## config.mk

```make
export PLATFORM = sky130hd
export DESIGN_NAME = axi4_burst_mem_slave
export DESIGN_NICKNAME = d
export VERILOG_FILES = /design/src/rtl/axi4_burst_mem_slave.sv
export SDC_FILE = /design/constraint.sdc
export NUM_CORES = 1
export LEC_CHECK = 0
export ABC_CLOCK_PERIOD_IN_PS = 6260
export CORE_MARGIN = 2
export CORE_UTILIZATION = 51
export CTS_CLUSTER_SIZE = 25
export DETAILED_ROUTE_END_ITERATION = 10
export DONT_BUFFER_PORTS = 1
export GPL_TIMING_DRIVEN = 0
export HOLD_SLACK_MARGIN = 0.05
export PLACE_DENSITY = 0.66
export REMOVE_ABC_BUFFERS = 1
export SYNTH_ARGS = -nofsm -noshare
export SYNTH_HDL_FRONTEND = slang
export SYNTH_SLANG_ARGS = --single-unit
export TNS_END_PERCENT = 5
```

## constraint.sdc

```tcl
create_clock -name S_AXI_ACLK -period 6.26 [get_ports S_AXI_ACLK]
set_input_delay 0 -clock S_AXI_ACLK [delete_from_list [all_inputs] [get_ports S_AXI_ACLK]]
set_output_delay 0 -clock S_AXI_ACLK [all_outputs]
set_load 0.1 [all_outputs]
```

## src/rtl/axi4_burst_mem_slave.sv

```systemverilog
// AXI4 burst memory slave: independent write and read FSMs over a 32-bit register-array
// memory split into byte lanes, with INCR/FIXED bursts and OKAY/SLVERR responses.
module axi4_burst_mem_slave #(
  parameter int C_S_AXI_ID_WIDTH   = 1,
  parameter int C_S_AXI_ADDR_WIDTH = 6
) (
  input  logic                          S_AXI_ACLK,
  input  logic                          S_AXI_ARESETN,
  input  logic [C_S_AXI_ID_WIDTH-1:0]   S_AXI_AWID,
  input  logic [C_S_AXI_ADDR_WIDTH-1:0] S_AXI_AWADDR,
  input  logic [7:0]                    S_AXI_AWLEN,
  input  logic [2:0]                    S_AXI_AWSIZE,
  input  logic [1:0]                    S_AXI_AWBURST,
  input  logic                          S_AXI_AWVALID,
  output logic                          S_AXI_AWREADY,
  input  logic [31:0]                   S_AXI_WDATA,
  input  logic [3:0]                    S_AXI_WSTRB,
  input  logic                          S_AXI_WLAST,
  input  logic                          S_AXI_WVALID,
  output logic                          S_AXI_WREADY,
  output logic [C_S_AXI_ID_WIDTH-1:0]   S_AXI_BID,
  output logic [1:0]                    S_AXI_BRESP,
  output logic                          S_AXI_BVALID,
  input  logic                          S_AXI_BREADY,
  input  logic [C_S_AXI_ID_WIDTH-1:0]   S_AXI_ARID,
  input  logic [C_S_AXI_ADDR_WIDTH-1:0] S_AXI_ARADDR,
  input  logic [7:0]                    S_AXI_ARLEN,
  input  logic [2:0]                    S_AXI_ARSIZE,
  input  logic [1:0]                    S_AXI_ARBURST,
  input  logic                          S_AXI_ARVALID,
  output logic                          S_AXI_ARREADY,
  output logic [C_S_AXI_ID_WIDTH-1:0]   S_AXI_RID,
  output logic [31:0]                   S_AXI_RDATA,
  output logic [1:0]                    S_AXI_RRESP,
  output logic                          S_AXI_RLAST,
  output logic                          S_AXI_RVALID,
  input  logic                          S_AXI_RREADY
);

  localparam int WA    = C_S_AXI_ADDR_WIDTH - 2;
  localparam int DEPTH = 1 << WA;
  localparam logic [1:0] RESP_OKAY   = 2'b00;
  localparam logic [1:0] RESP_SLVERR = 2'b10;

  typedef enum logic [1:0] {W_IDLE, W_DATA, W_RESP} wstate_t;
  typedef enum logic {R_IDLE, R_DATA} rstate_t;

  // ---------------- write channel ----------------
  wstate_t                     wstate_reg, wstate_next;
  logic [C_S_AXI_ID_WIDTH-1:0] awid_reg, awid_next;
  logic [WA-1:0]               waddr_reg, waddr_next;
  logic [7:0]                  wlen_reg, wlen_next;
  logic                        wfixed_reg, wfixed_next;
  logic                        werr_reg, werr_next;
  logic [8:0]                  wbeat_reg, wbeat_next;
  logic                        mem_we;

  always_ff @(posedge S_AXI_ACLK or negedge S_AXI_ARESETN) begin
    if (!S_AXI_ARESETN) begin
      wstate_reg <= W_IDLE;
      awid_reg   <= '0;
      waddr_reg  <= '0;
      wlen_reg   <= '0;
      wfixed_reg <= 1'b0;
      werr_reg   <= 1'b0;
      wbeat_reg  <= '0;
    end else begin
      wstate_reg <= wstate_next;
      awid_reg   <= awid_next;
      waddr_reg  <= waddr_next;
      wlen_reg   <= wlen_next;
      wfixed_reg <= wfixed_next;
      werr_reg   <= werr_next;
      wbeat_reg  <= wbeat_next;
    end
  end

  always_comb begin
    wstate_next = wstate_reg;
    awid_next   = awid_reg;
    waddr_next  = waddr_reg;
    wlen_next   = wlen_reg;
    wfixed_next = wfixed_reg;
    werr_next   = werr_reg;
    wbeat_next  = wbeat_reg;
    mem_we      = 1'b0;
    case (wstate_reg)
      W_IDLE: begin
        if (S_AXI_AWVALID) begin
          awid_next   = S_AXI_AWID;
          waddr_next  = S_AXI_AWADDR[C_S_AXI_ADDR_WIDTH-1:2];
          wlen_next   = S_AXI_AWLEN;
          wfixed_next = (S_AXI_AWBURST == 2'b00);
          werr_next   = (S_AXI_AWSIZE != 3'd2) || S_AXI_AWBURST[1];
          wbeat_next  = '0;
          wstate_next = W_DATA;
        end
      end
      W_DATA: begin
        if (S_AXI_WVALID) begin
          // Beats beyond LEN are absorbed without touching memory.
          mem_we     = !werr_reg && (wbeat_reg <= {1'b0, wlen_reg});
          wbeat_next = wbeat_reg + 9'd1;
          if (!wfixed_reg) waddr_next = waddr_reg + WA'(1);
          if (S_AXI_WLAST) begin
            if (wbeat_reg != {1'b0, wlen_reg}) werr_next = 1'b1;
            wstate_next = W_RESP;
          end else if (wbeat_reg >= {1'b0, wlen_reg}) begin
            werr_next = 1'b1;
          end
        end
      end
      W_RESP: begin
        if (S_AXI_BREADY) wstate_next = W_IDLE;
      end
      default: wstate_next = W_IDLE;
    endcase
  end

  assign S_AXI_AWREADY = (wstate_reg == W_IDLE);
  assign S_AXI_WREADY  = (wstate_reg == W_DATA);
  assign S_AXI_BVALID  = (wstate_reg == W_RESP);
  assign S_AXI_BID     = awid_reg;
  assign S_AXI_BRESP   = werr_reg ? RESP_SLVERR : RESP_OKAY;

  // ---------------- read channel ----------------
  rstate_t                     rstate_reg, rstate_next;
  logic [C_S_AXI_ID_WIDTH-1:0] rid_reg, rid_next;
  logic [WA-1:0]               raddr_reg, raddr_next;
  logic [7:0]                  rlen_reg, rlen_next;
  logic [7:0]                  rbeat_reg, rbeat_next;
  logic                        rfixed_reg, rfixed_next;
  logic                        rerr_reg, rerr_next;
  logic                        rlast_reg, rlast_next;
  logic                        rd_en;
  logic                        rd_zero;
  logic [WA-1:0]               rd_addr;

  always_ff @(posedge S_AXI_ACLK or negedge S_AXI_ARESETN) begin
    if (!S_AXI_ARESETN) begin
      rstate_reg <= R_IDLE;
      rid_reg    <= '0;
      raddr_reg  <= '0;
      rlen_reg   <= '0;
      rbeat_reg  <= '0;
      rfixed_reg <= 1'b0;
      rerr_reg   <= 1'b0;
      rlast_reg  <= 1'b0;
    end else begin
      rstate_reg <= rstate_next;
      rid_reg    <= rid_next;
      raddr_reg  <= raddr_next;
      rlen_reg   <= rlen_next;
      rbeat_reg  <= rbeat_next;
      rfixed_reg <= rfixed_next;
      rerr_reg   <= rerr_next;
      rlast_reg  <= rlast_next;
    end
  end

  always_comb begin
    rstate_next = rstate_reg;
    rid_next    = rid_reg;
    raddr_next  = raddr_reg;
    rlen_next   = rlen_reg;
    rbeat_next  = rbeat_reg;
    rfixed_next = rfixed_reg;
    rerr_next   = rerr_reg;
    rlast_next  = rlast_reg;
    rd_en       = 1'b0;
    rd_zero     = rerr_reg;
    rd_addr     = raddr_reg;
    case (rstate_reg)
      R_IDLE: begin
        if (S_AXI_ARVALID) begin
          rid_next    = S_AXI_ARID;
          raddr_next  = S_AXI_ARADDR[C_S_AXI_ADDR_WIDTH-1:2];
          rlen_next   = S_AXI_ARLEN;
          rbeat_next  = '0;
          rfixed_next = (S_AXI_ARBURST == 2'b00);
          rerr_next   = (S_AXI_ARSIZE != 3'd2) || S_AXI_ARBURST[1];
          rlast_next  = (S_AXI_ARLEN == 8'd0);
          rd_en       = 1'b1;
          rd_zero     = rerr_next;
          rd_addr     = raddr_next;
          rstate_next = R_DATA;
        end
      end
      R_DATA: begin
        if (S_AXI_RREADY) begin
          if (rlast_reg) begin
            rlast_next  = 1'b0;
            rstate_next = R_IDLE;
          end else begin
            // Fetch the following beat now so it is presented without a bubble.
            if (!rfixed_reg) raddr_next = raddr_reg + WA'(1);
            rbeat_next = rbeat_reg + 8'd1;
            rlast_next = ((rbeat_reg + 8'd1) == rlen_reg);
            rd_en      = 1'b1;
            rd_addr    = raddr_next;
          end
        end
      end
      default: rstate_next = R_IDLE;
    endcase
  end

  assign S_AXI_ARREADY = (rstate_reg == R_IDLE);
  assign S_AXI_RVALID  = (rstate_reg == R_DATA);
  assign S_AXI_RID     = rid_reg;
  assign S_AXI_RLAST   = rlast_reg;
  assign S_AXI_RRESP   = rerr_reg ? RESP_SLVERR : RESP_OKAY;

  // ---------------- memory: one array per byte lane ----------------
  logic [3:0][7:0] rdata_bytes;

  generate
    for (genvar gi = 0; gi < 4; gi++) begin : g_lane
      logic [7:0] mem_lane [DEPTH];
      logic [7:0] rd_byte_reg;

      always_ff @(posedge S_AXI_ACLK) begin
        if (mem_we && S_AXI_WSTRB[gi]) mem_lane[waddr_reg] <= S_AXI_WDATA[gi*8 +: 8];
      end

      // Registered read sees pre-write contents on a same-cycle collision.
      always_ff @(posedge S_AXI_ACLK or negedge S_AXI_ARESETN) begin
        if (!S_AXI_ARESETN) rd_byte_reg <= 8'h00;
        else if (rd_en)     rd_byte_reg <= rd_zero ? 8'h00 : mem_lane[rd_addr];
      end

      assign rdata_bytes[gi] = rd_byte_reg;
    end
  endgenerate

  assign S_AXI_RDATA = rdata_bytes;

  logic unused_addr_lsbs;
  assign unused_addr_lsbs = ^{S_AXI_AWADDR[1:0], S_AXI_ARADDR[1:0]};

endmodule
```

## Word-level counts from Yosys, hierarchy flattened

Memories as Yosys holds them, arrays and structs flattened.
Cells that the tools add are included.

- Add/subtract/negate cells: 4
- Magnitude comparators: 2
- Equal/unequal tests: 16
- Muxes and demuxes: 55
- Bitwise operators: 1
- Reduce and logical (&&, ||, !) cells: 21

Operators by type and width:

| operator | count |
|---|---|
| 8-bit two-way mux | 7 |
| 4-bit two-way mux | 7 |
| 1-bit two-way mux | 24 |
| 9-bit two-way mux | 2 |
| 9-bit one-hot mux with 2 select lines | 1 |
| 4-bit one-hot mux with 2 select lines | 2 |
| 8-bit one-hot mux with 2 select lines | 1 |
| 2-bit != test, second input constant | 7 |
| 2-bit two-way mux | 6 |
| 3-bit by 2-bit != test with 1-bit output, second input constant | 4 |
| 9-bit by 1-bit adder with 9-bit output, second input constant | 1 |
| 9-bit by 8-bit greater-or-equal comparator with 1-bit output | 1 |
| 9-bit by 8-bit less-or-equal comparator with 1-bit output | 1 |
| 9-bit by 8-bit != test with 1-bit output | 1 |
| 4-bit by 1-bit adder with 4-bit output, second input constant | 2 |
| 8-bit by 1-bit adder with 8-bit output, second input constant | 1 |
| 8-bit == test | 1 |
| 8-bit zero test | 1 |
| 1-bit one-hot mux with 2 select lines | 4 |
| 4-bit AND reduction | 2 |
| 2-bit zero test | 3 |
| 2-bit one-hot mux with 3 select lines | 1 |
| 2-bit AND reduction | 3 |
| 3-bit AND reduction | 2 |
| other kinds (9) | 14 |

- Register bits after elaboration: 83
- RAM bits: 512
- Output and inout port bits: 44
- Memories kept: 4

Memories:

| name | words | bits a word | rd ports | clocked after memory_dff | wr ports | RTL line | RTL |
|---|---|---|---|---|---|---|---|
| g_lane[0].mem_lane | 16 | 8 | 1 | 0 | 1 | 219 | `logic [7:0] mem_lane [DEPTH];` |
| g_lane[1].mem_lane | 16 | 8 | 1 | 0 | 1 | 219 |  |
| g_lane[2].mem_lane | 16 | 8 | 1 | 0 | 1 | 219 |  |
| g_lane[3].mem_lane | 16 | 8 | 1 | 0 | 1 | 219 |  |

## Logic depth before layout (Yosys ltp)

Gate-level depths: netlist of run 1.

- Word-level depth: 7
- Gate-level depth with buffers: 11
- Depth with buffers taken out: 8

## Least setup slack after synthesis of run 1

No wires, ideal clock.

- Path kind: register -> register
- Start: register rstate_reg, in the netlist S_AXI_RVALID
- End: register g_lane[0].rd_byte_reg[0]
- Setup time: 0.132 ns
- Arrival time: 3.298 ns
- Required time: 6.128 ns
- Setup slack: 2.830 ns
- Stages on the path, launching flop included: 10
- Path buffers: 2
- Period minus slack after synthesis: 3.430 ns
- Cells stage by stage: dfrtp_1 inv_1 o211ai_1 nand2_1 inv_1 clkbuf_1 nand3_1 clkbuf_1 o221ai_1 o221ai_2

- Longest elaborated chain between the ends: 4
- Elaborated cells between the ends (all ways): 6

Ends and longest elaborated chain:

| element | RTL line | RTL |
|---|---|---|
| from (decl) | 127 | `rstate_t rstate_reg, rstate_next;` |
| from (signal assigned) | 150 | `rstate_reg <= rstate_next;` |
| 1-bit NOT (no source line) * | -- |  |
| named net S_AXI_ARREADY | 31 | `output logic S_AXI_ARREADY,` |
| 4-bit one-hot mux with 2 select lines | -- |  |
| memory 16 x 8 bit | -- |  |
| 8-bit two-way mux | 229 | `else if (rd_en) rd_byte_reg <= rd_zero ? 8'h00 : mem_lane[rd_addr];` |
| to (signal assigned) | 229 |  |
| to (decl) | 220 | `logic [7:0] rd_byte_reg;` |

Mark *: on every way through the listed nets, which the timed path passes. The rest lies on a longest branch.
A chain may end at the register's enable or synchronous reset.

## Worst setup path after layout of run 1

- Start: register rstate_reg, in the netlist S_AXI_RVALID
- End: register g_lane[0].rd_byte_reg[3]

Same word-level chain as after synthesis.

==> reports/metrics.yaml, run 1 <==
detailed_routing:
  drtAntennaViolNets: 0
  vias_per_cell: 6.68
  vias: 18800
  drc: 0
  routed_wl_um: 79000
  wl_per_cell_um: 28.1
  first_pass_iters: 6
  drtIter0Drc: 2216
placed_design:
  dp_hpwl_um: 46600
  pre_cts_ws_ns: 0.320
  io_buffers: 0
  finalWeightedCongestion: 0.811
layout:
  final_core_util: 0.607
  layout-drive-gt1-share: 0.156
  largest_reg_flops: 512
  area_delta_synth_final_pct: 18.3
  nets: 2170
logic_synthesis:
  yosysWarnings: 0
  netlist_instances: 2000
  synth_top_area_share: 0.572
  ys_top_cells_by_area: "edfxtp_1 57%, dfrtp_1 7.7%, mux2i_1 3.8%"
  synth-edff-count: 512
  synth_common_cells: "512 x edfxtp_1, 143 x clkbuf_1, 135 x nand2_1"
  syn_area_sq_um: 26900
  synth-seq-area-share: 0.649
  synth.most_common_cell: "edfxtp_1"
  synth_flop_cell: "edfxtp_1"
  ys_seq_elements: 595
  yosysTopAreaCell: "edfxtp_1"
  syn_area_per_cell_sq_um: 13.4
  post_synth_num_cell_types: 63
  synthArstFlopShare: 0.139
clocking:
  cts_buffer_depth: 3
  clock_latency_ns: 0.60
  postCtsSetupBuffers: 0
  numCtsBuffers: 66
  cts_hold_buffers: 104
  root_buffer: "clkbuf_16"
  cts_tree: "done"
  clock_sinks: 595
  ctsResizeCount: 0
  clkTransAtPathRegs_ns: 0.06
  h-tree-depth: 3
timing:
  min_period_over_period: 0.975
  setup_viol: 0
  finClkSkew_ns: 0.0182
  tightest_slew_ns: 1.36
  slew_headroom: 0.0887
  whs_ns: 0.0751
  rsz0062_at_grt: "no"
  slew_violations: 0
  fin_crit_ns: 6.11
  worst_slack_ns: 0.154
  hold_violations: 0
  timing.fmax_mhz: 164
global_routing:
  grt-ovfl-total: 0
  grt_max_degree: 89
  first_global_vias: 18600
  track_usage: 0.290
  grt_first_pass_wirelength_um: 116000
  grt_antenna_before_repair: 6
critical_path:
  setup.worst_path.start_class: "register"
  critical_path.max_fanout: 84
  crit_type: "reg2reg"
  cp_data_arrival_time_ns: 6.58
  crit_chain: "inv_1, nand2_2, nand2_4, buf_16, inv_4, nand3_2, buf_12, o221ai_1, o221ai_2"
  crit_slowest_cell: "dfrtp_4"
  crit_required_ns: 6.73
  worstSetupEndpointType: "register"
  cpPeakStageDelay_ns: 1.02
power_and_ir_drop:
  vdd_drop_max_mv: 0.578
  power_mw: 15.3
  p_per_area_nw_per_um2: 480
  leakagePower_nw: 11.0
floorplan:
  start_util: 0.514
  coreArea_sq_um: 52300
  die_area_sq_um: 54600
  die_h_um: 234
  ios: 128
  die_w_um: 234
  num_rows: 84
run:
  cap_violations: 0
status:
  status: "complete, no violations"
worst_hold_path:
  hp-class: "in2reg"
## layout by cell type, fill, tap and decap left out, types with 39 or more instances in the layout
master,netlist,routed
o21ai_0,92,91
edfxtp_1,512,512
mux2_2,64,63
nand2_1,135,131
mux2i_1,102,101
and2_1,41,39
a2bb2oi_1,62,62
clkbuf_16,0,73
nand4_1,67,67
a2111oi_0,62,62
a21oi_1,43,42
dfrtp_1,83,81
dlygate4sd3_1,0,102
nand3_1,81,80
nor2_1,72,69
## worst max-delay path, delay by kind of cell (launching register included)
family,cells,cell delay [ns]
compound gates,2,0.41
buf+inv,4,2.38
flops,1,1.02
simple gates,3,2.08
## report_power, final
group / switching [mW] / internal, mW / total, mW
registers: 0.819 / 4.48 / 5.30
clock network: 1.56 / 2.49 / 4.04
logic: 3.77 / 2.15 / 5.92
## cells by family after synthesis
kind of cell             Yosys count  synth area share
AO/OA/AOI/OAI                    483             0.139
XOR/XNOR                          19           0.00619
adder cells (fa/ha/maj)           15           0.00698
buffers and inverters            200            0.0305
flip-flops                       595             0.649
multiplexers                     166            0.0648
other                              1          0.000140
AND/OR/NAND/NOR                  521             0.103
## stage by stage
step	std cells	TNS (ns)	area (sq um)
floorplan	1826	-199.13	26200
global placement	2514	-586.71	27000
detailed placement	2587	0	28400
CTS	2810	0	31800
global route	2814	0	31800
finish	2814	0	31800
## path summary, 6_finish.rpt
kind	slack [ns]	startpoint	endpoint	depth (start not counted)
max in group asynchronous	5.24	S_AXI_ARESETN	S_AXI_RVALID	4
min	0.08	S_AXI_ARBURST[1]	rfixed_reg	2
max reg2reg	0.15	S_AXI_RVALID	g_lane[0].rd_byte_reg[3]	9
min reg2reg	0.51	rlen_reg[3]	rlen_reg[3]	2
min in group asynchronous	0.47	S_AXI_ARESETN	g_lane[2].rd_byte_reg[3]	3
max	0.15	S_AXI_RVALID	g_lane[0].rd_byte_reg[3]	9
## layout make-up
cell class / instances / area, sq um
flip-flops and latches: 595 / 17500
diodes: 4 / 10.0
clock inverters: 18 / 283
repair buffers: 177 / 2070
multi-input cells: 1206 / 9010
inverters: 25 / 104
fillers: 3835 / 20500
clock buffers: 101 / 1990
well taps: 688 / 861
## layer usage
| metal | wire (um) | part of all wire | track usage |
|---|---|---|---|
| met2 | 37100 | 0.47 | 0.460 |
| met1 | 30800 | 0.39 | 0.379 |
| met4 | 3290 | 0.042 | 0.130 |
| met5 | 21 | 0.00027 | 0 |
| met3 | 7770 | 0.098 | 0.0695 |
No activity file was read; power rests on OpenSTA's default activity.
==> run 2: changes to the inputs <==
- CORE_UTILIZATION: 51 -> 45
- PLACE_DENSITY: 0.66 -> default
==> reports/metrics.yaml, run 2 (synthesis gave the netlist of run 1 again) <==
global_routing:
  grt_antenna_before_repair: 8  # +2
  first_global_vias: 18600  # -0.33%
  grt_first_pass_wirelength_um: 120000  # +3.3%
  track_usage: 0.259  # -0.0307
  grt_max_degree: 98  # +10%
  grt-ovfl-total: 0  # unchanged
critical_path:
  worstSetupEndpointType: "register"
  crit_required_ns: 6.72  # about the same
  ff2ff_setup_slack_ns: 0.79  # +0.63 ns
  cp_data_arrival_time_ns: 5.94  # -0.64 ns
  critical_path.max_fanout: 40  # -52%
  setup.worst_path.start_class: "register"
  rr_startpoint: "S_AXI_RLAST"
  ff2ff_path_depth: 10  # +1
  crit_type: "reg2reg"
  timing.rr.end: "g_lane[2].rd_byte_reg[0]"
layout:
  largest_reg_flops: 512  # unchanged
  design_area_sq_um: 31800  # about the same
  final_cell_mix: "512 x edfxtp_1, 131 x nand2_1, 101 x mux2i_1"
  fillers: 4746  # +24%
  finalNonFillerCells: 2901  # +3.1%
  nets: 2169  # -0.046%
  area_delta_synth_final_pct: 18.2  # about the same
  layout_commonest_cell: "edfxtp_1"
  final_core_util: 0.538  # -0.0691
  layout-drive-gt1-share: 0.156  # about the same
status:
  status: "complete, no violations"
clocking:
  cts_tree: "done"
  clock_latency_ns: 0.61  # about the same
  numCtsBuffers: 67  # +1.5%
  root_buffer: "clkbuf_16"
  clock_sinks: 595  # unchanged
  clkTransAtPathRegs_ns: 0.06  # about the same
  cts_buffer_depth: 3  # unchanged
  h-tree-depth: 3  # unchanged
  ctsResizeCount: 0  # unchanged
run:
  cap_violations: 0  # unchanged
placed_design:
  dp.cells: 2675  # +3.4%
  postPlaceCellArea_sq_um: 28600  # +0.60%
  dp_hpwl_um: 48700  # +4.5%
  finalWeightedCongestion: 0.815  # +0.47%
  io_buffers: 0  # unchanged
floorplan:
  coreArea_sq_um: 59000  # +13%
  die_h_um: 248  # +6.3%
  die_area_sq_um: 61700  # +13%
  start_util: 0.455  # -0.0581
  die_w_um: 248  # +6.3%
  num_rows: 89  # +6.0%
  ios: 128  # unchanged
power_and_ir_drop:
  p_per_area_nw_per_um2: 476  # -0.81%
  p_comb_frac: 0.403  # +0.015
  vdd_drop_max_mv: 0.690  # +19%
  switching_share: 0.411  # +0.00829
  power_frac_clock: 0.251  # -0.014
  p_seq_frac: 0.346  # about the same
  p_int_mw: 8.91  # -2.2%
  leakagePower_nw: 10.9  # -0.35%
  p_sw_mw: 6.22  # +1.2%
timing:
  setup_viol: 0  # unchanged
  fin_crit_ns: 5.47  # -0.632 ns
  finClkSkew_ns: 0.0240  # +0.00574 ns
  timing.fmax_mhz: 183  # +12%
  min_period_over_period: 0.875  # -0.101
  tightest_slew_ns: 1.28  # -0.0838 ns
  slew_headroom: 0.145  # +0.0561
  whs_ns: 0.0793  # +0.00419 ns
  slew_violations: 0  # unchanged
  hold_violations: 0  # unchanged
  rsz0062_at_grt: "no"
detailed_routing:
  routed_wl_um: 81400  # +3.0%
  drtAntennaViolNets: 0  # unchanged
  wl_per_cell_um: 28.1  # about the same
  first_pass_iters: 5  # -1
  drtIter0Drc: 1983  # -11%
  drc: 0  # unchanged
  vias: 18700  # -0.23%
  vias_per_cell: 6.46  # -3.2%
worst_hold_path:
  whs_path_depth: 3  # +1
  hold_end: "wlen_reg[5]"
  min_from: "S_AXI_AWLEN[5]"
  hp-class: "in2reg"
-- run 2: changes by cell type in the layout (fill, tap and decap cells not counted), sizes merged --
cell / before / now
clkinv: 7 / 14
bufinv: 7 / 1
clkbuf: 101 / 106
dlygate4sd3: 102 / 97
buf: 75 / 78
clkinvlp: 4 / 1
diode: 4 / 5
-- run 2: worst max-delay path: stages, from the launching register on --
cell	delay, ns
dfrtp_1	0.85
nor4bb_1	0.80
mux2i_4	0.67
buf_12	0.27
nand2_4	0.40
inv_4	0.64
buf_12	0.32
nand3_2	0.54
buf_16	0.39
o221ai_1	0.27
o221ai_2	0.12
-- run 2: layout make-up --
class | instances | area (sq um) | share of cell area
Antenna cell | 5 | 12.5 | 0.000394
Clock buffer | 106 | 2020 | 0.0635
Clock inverter | 16 | 108 | 0.00339
Inverter | 25 | 104 | 0.00327
Multi-Input combinational cell | 1206 | 9010 | 0.284
Sequential cell | 595 | 17500 | 0.549
Tap cell | 773 | 967 | 0.0304
Timing Repair Buffer | 175 | 2090 | 0.0659
-- run 2: power groups by stage --
| stage | Clock (mW) | Combinational (mW) | Sequential, mW |
|---|---|---|---|
| 2_1_floorplan | 0 | 3.46 | 5.34 |
| 3_3_place_gp | 0 | 5.21 | 5.48 |
| 3_5_place_dp | 0 | 5.82 | 5.31 |
| 4_1_cts | 3.85 | 6.00 | 5.23 |
| 5_1_grt | 4.00 | 6.43 | 5.26 |
| 6_report | 3.80 | 6.09 | 5.23 |
-- run 2: through the flow --
| stage | setup TNS (ns) | worst slack [ns] | total power [mW] |
|---|---|---|---|
| 2_1_floorplan | -199.13 | -5.72 | 8.79 |
| 3_3_place_gp | -628.32 | -16.12 | 10.7 |
| 3_5_place_dp | 0 | 0.922 | 11.1 |
| 4_1_cts | 0 | 0.871 | 15.1 |
| 5_1_grt | 0 | 0.716 | 15.7 |
| 6_report | 0 | 0.785 | 15.1 |
-- run 2: worst max-delay path by stage --
stage / from / to / slack, ns / depth (start not counted)
finish: S_AXI_RLAST / g_lane[2].rd_byte_reg[0] / 0.79 / 10
global route: S_AXI_RLAST / g_lane[2].rd_byte_reg[1] / 0.72 / 10
CTS: S_AXI_RLAST / g_lane[2].rd_byte_reg[0] / 0.87 / 10
detailed placement: S_AXI_RLAST / g_lane[2].rd_byte_reg[0] / 0.92 / 10
global placement: S_AXI_RVALID / g_lane[0].rd_byte_reg[1] / -16.12 / 7
floorplan: S_AXI_RVALID / g_lane[0].rd_byte_reg[0] / -5.72 / 7
-- run 2: layer usage --
metal / vias to the layer above / routed length (um) / global-route usage / part of all wire
met4: 4 / 2160 / 0.0893 / 0.026
li1: 8095 / - / - / -
met5: - / 26 / 0 / 0.00032
met1: 9557 / 32600 / 0.337 / 0.40
met2: 942 / 39100 / 0.426 / 0.48
met3: 146 / 7480 / 0.0611 / 0.092
-- run 2: repair_timing --
action,4_1_cts,5_1_grt
hold buffers,99,0
buffers inserted,0,0
hold endpoints to repair,966,0
==> run 3: changes to the inputs <==
- CAP_MARGIN: default -> 20
- CORE_MARGIN: 2 -> default
==> reports/metrics.yaml, run 3 (synthesis gave the netlist of run 1 again) <==
power_and_ir_drop:
  leakagePower_nw: 11.0  # +0.11%
  power_mw: 15.1  # -0.41%
  p_per_area_nw_per_um2: 474  # -0.53%
  vdd_drop_max_mv: 0.518  # -25%
global_routing:
  grt_first_pass_wirelength_um: 117000  # -2.1%
  grt-ovfl-total: 0  # unchanged
  grt_max_degree: 84  # -14%
  grt_antenna_before_repair: 7  # -1
  track_usage: 0.263  # +0.00393
  first_global_vias: 18400  # -0.91%
floorplan:
  start_util: 0.455  # unchanged
  die_w_um: 246  # -0.81%
  die_area_sq_um: 60700  # -1.6%
  coreArea_sq_um: 59000  # unchanged
  num_rows: 89  # unchanged
  ios: 128  # unchanged
  die_h_um: 246  # -0.81%
critical_path:
  rr_startpoint: "S_AXI_RVALID"
  setup.worst_path.start_class: "register"
  crit_type: "reg2reg"
  ff2ff_setup_slack_ns: 0.56  # -0.23 ns
  ff2ff_path_depth: 9  # -1
  worstSetupEndpointType: "register"
  critical_path.max_fanout: 56  # +40%
  timing.rr.end: "g_lane[2].rd_byte_reg[3]"
  crit_required_ns: 6.74  # +0.02 ns
  cp_data_arrival_time_ns: 6.19  # +0.25 ns
timing:
  slew_headroom: 0.233  # +0.0884
  worst_slack_ns: 0.559  # -0.226 ns
  min_period_over_period: 0.911  # +0.0362
  tns_ns: 0  # unchanged
  fin_crit_ns: 5.70  # +0.226 ns
  timing.fmax_mhz: 175  # -4.0%
  finClkSkew_ns: 0.0226  # -0.00133 ns
  slew_violations: 0  # unchanged
  rsz0062_at_grt: "no"
  hold_violations: 0  # unchanged
  whs_ns: 0.0290  # -0.0503 ns
  setup_viol: 0  # unchanged
  tightest_slew_ns: 1.15  # -0.132 ns
layout:
  multi_input_area_sq_um: 9010  # unchanged
  layout-drive-gt1-share: 0.161  # +0.00520
  area_delta_synth_final_pct: 18.4
  final_cell_mix: "512 x edfxtp_1, 131 x nand2_1, 101 x mux2i_1"
  seqCellArea_sq_um: 17500  # unchanged
  layout_commonest_cell: "edfxtp_1"
  finalNonFillerCells: 2907  # +0.21%
  fillers: 4672  # -1.6%
  largest_reg_flops: 512  # unchanged
  nets: 2176  # +0.32%
  design_area_sq_um: 31800  # +0.13%
  final_core_util: 0.539  # +0.000678
placed_design:
  dp.cells: 2677  # +0.075%
  finalWeightedCongestion: 0.820  # +0.64%
  dp_hpwl_um: 47700  # -2.0%
  postPlaceCellArea_sq_um: 28600  # about the same
  pre_cts_ws_ns: 0.632  # -0.290 ns
  io_buffers: 0  # unchanged
worst_hold_path:
  hp-class: "in2async"
clocking:
  clock_sinks: 595  # unchanged
  h-tree-depth: 3  # unchanged
  clock_latency_ns: 0.62  # about the same
  clkTransAtPathRegs_ns: 0.06  # about the same
  numCtsBuffers: 66  # -1.5%
  root_buffer: "clkbuf_16"
  postCtsSetupBuffers: 0  # unchanged
  cts_tree: "done"
  cts_buffer_depth: 3  # unchanged
  ctsResizeCount: 0  # unchanged
detailed_routing:
  routed_wl_um: 79600  # -2.3%
  vias_per_cell: 6.41  # -0.74%
  drtIter0Drc: 1858  # -6.3%
  first_pass_iters: 6  # +1
  vias: 18600  # -0.53%
  drtAntennaViolNets: 0  # unchanged
  drc: 0  # unchanged
  wl_per_cell_um: 27.4  # -2.5%
run:
  cap_violations: 0  # unchanged
status:
  status: "complete, no violations"
run 3: changes by cell type in the layout (fill, tap and decap cells not counted), sizes merged:
cell / previous run / this run
clkbuf: 106 / 85
clkinv: 14 / 21
clkinvlp: 1 / 5
bufinv: 1 / 4
dlygate4sd3: 97 / 99
inv: 25 / 30
buf: 78 / 84
run 3: final cells by class:
cell class / instances / share of cell area
Tap cell: 773 / 0.0304
Clock inverter: 35 / 0.00991
Clock buffer: 85 / 0.0557
Timing Repair Buffer: 183 / 0.0682
Inverter: 25 / 0.00326
Multi-Input combinational cell: 1206 / 0.283
Sequential cell: 595 / 0.549
Antenna cell: 5 / 0.000393
run 3: routing by layer:
layer	global-route usage	vias up	wire length (um)	part of all wire
met5	0	-	42	0.00053
met4	0.0904	6	2280	0.029
met3	0.0656	164	7820	0.098
met2	0.408	936	36700	0.46
met1	0.360	9423	32800	0.41
li1	-	8115	-	-
run 3: power by group:
group | internal, mW | switching, mW | leakage, nW
clock | 2.18 | 1.59 | 1.01
combinational | 2.19 | 3.85 | 4.27
sequential | 4.48 | 0.770 | 5.68
total | 8.85 | 6.21 | 11.0
run 3: how the worst max path moves through the flow:
stage / startpoint / endpoint / slack (ns) / cells after the start
final: S_AXI_RVALID / g_lane[2].rd_byte_reg[3] / 0.56 / 9
after global routing: S_AXI_RVALID / g_lane[2].rd_byte_reg[3] / 0.34 / 9
after CTS: S_AXI_RVALID / g_lane[2].rd_byte_reg[3] / 0.64 / 9
after detailed placement: S_AXI_RVALID / g_lane[2].rd_byte_reg[3] / 0.63 / 9
after global placement: S_AXI_RVALID / g_lane[0].rd_byte_reg[2] / -16.13 / 7
after floorplan: S_AXI_RVALID / g_lane[0].rd_byte_reg[0] / -5.72 / 7
run 3: what timing repair did:
item / CTS / global route
hold endpoints to repair: 1002 / 0
endpoints found under the setup margin: 0 / 0
hold buffers: 100 / 0
run 3: worst max-delay path, cell delays in order (launching register included):
cell and delay, ns:
dfrtp_4 0.81, inv_1 0.68, nand2_2 0.96, nand2_4 0.76, buf_16 0.47, inv_4 0.43, nand3_2 0.58, buf_16 0.39
o221ai_1 0.31, o221ai_2 0.13
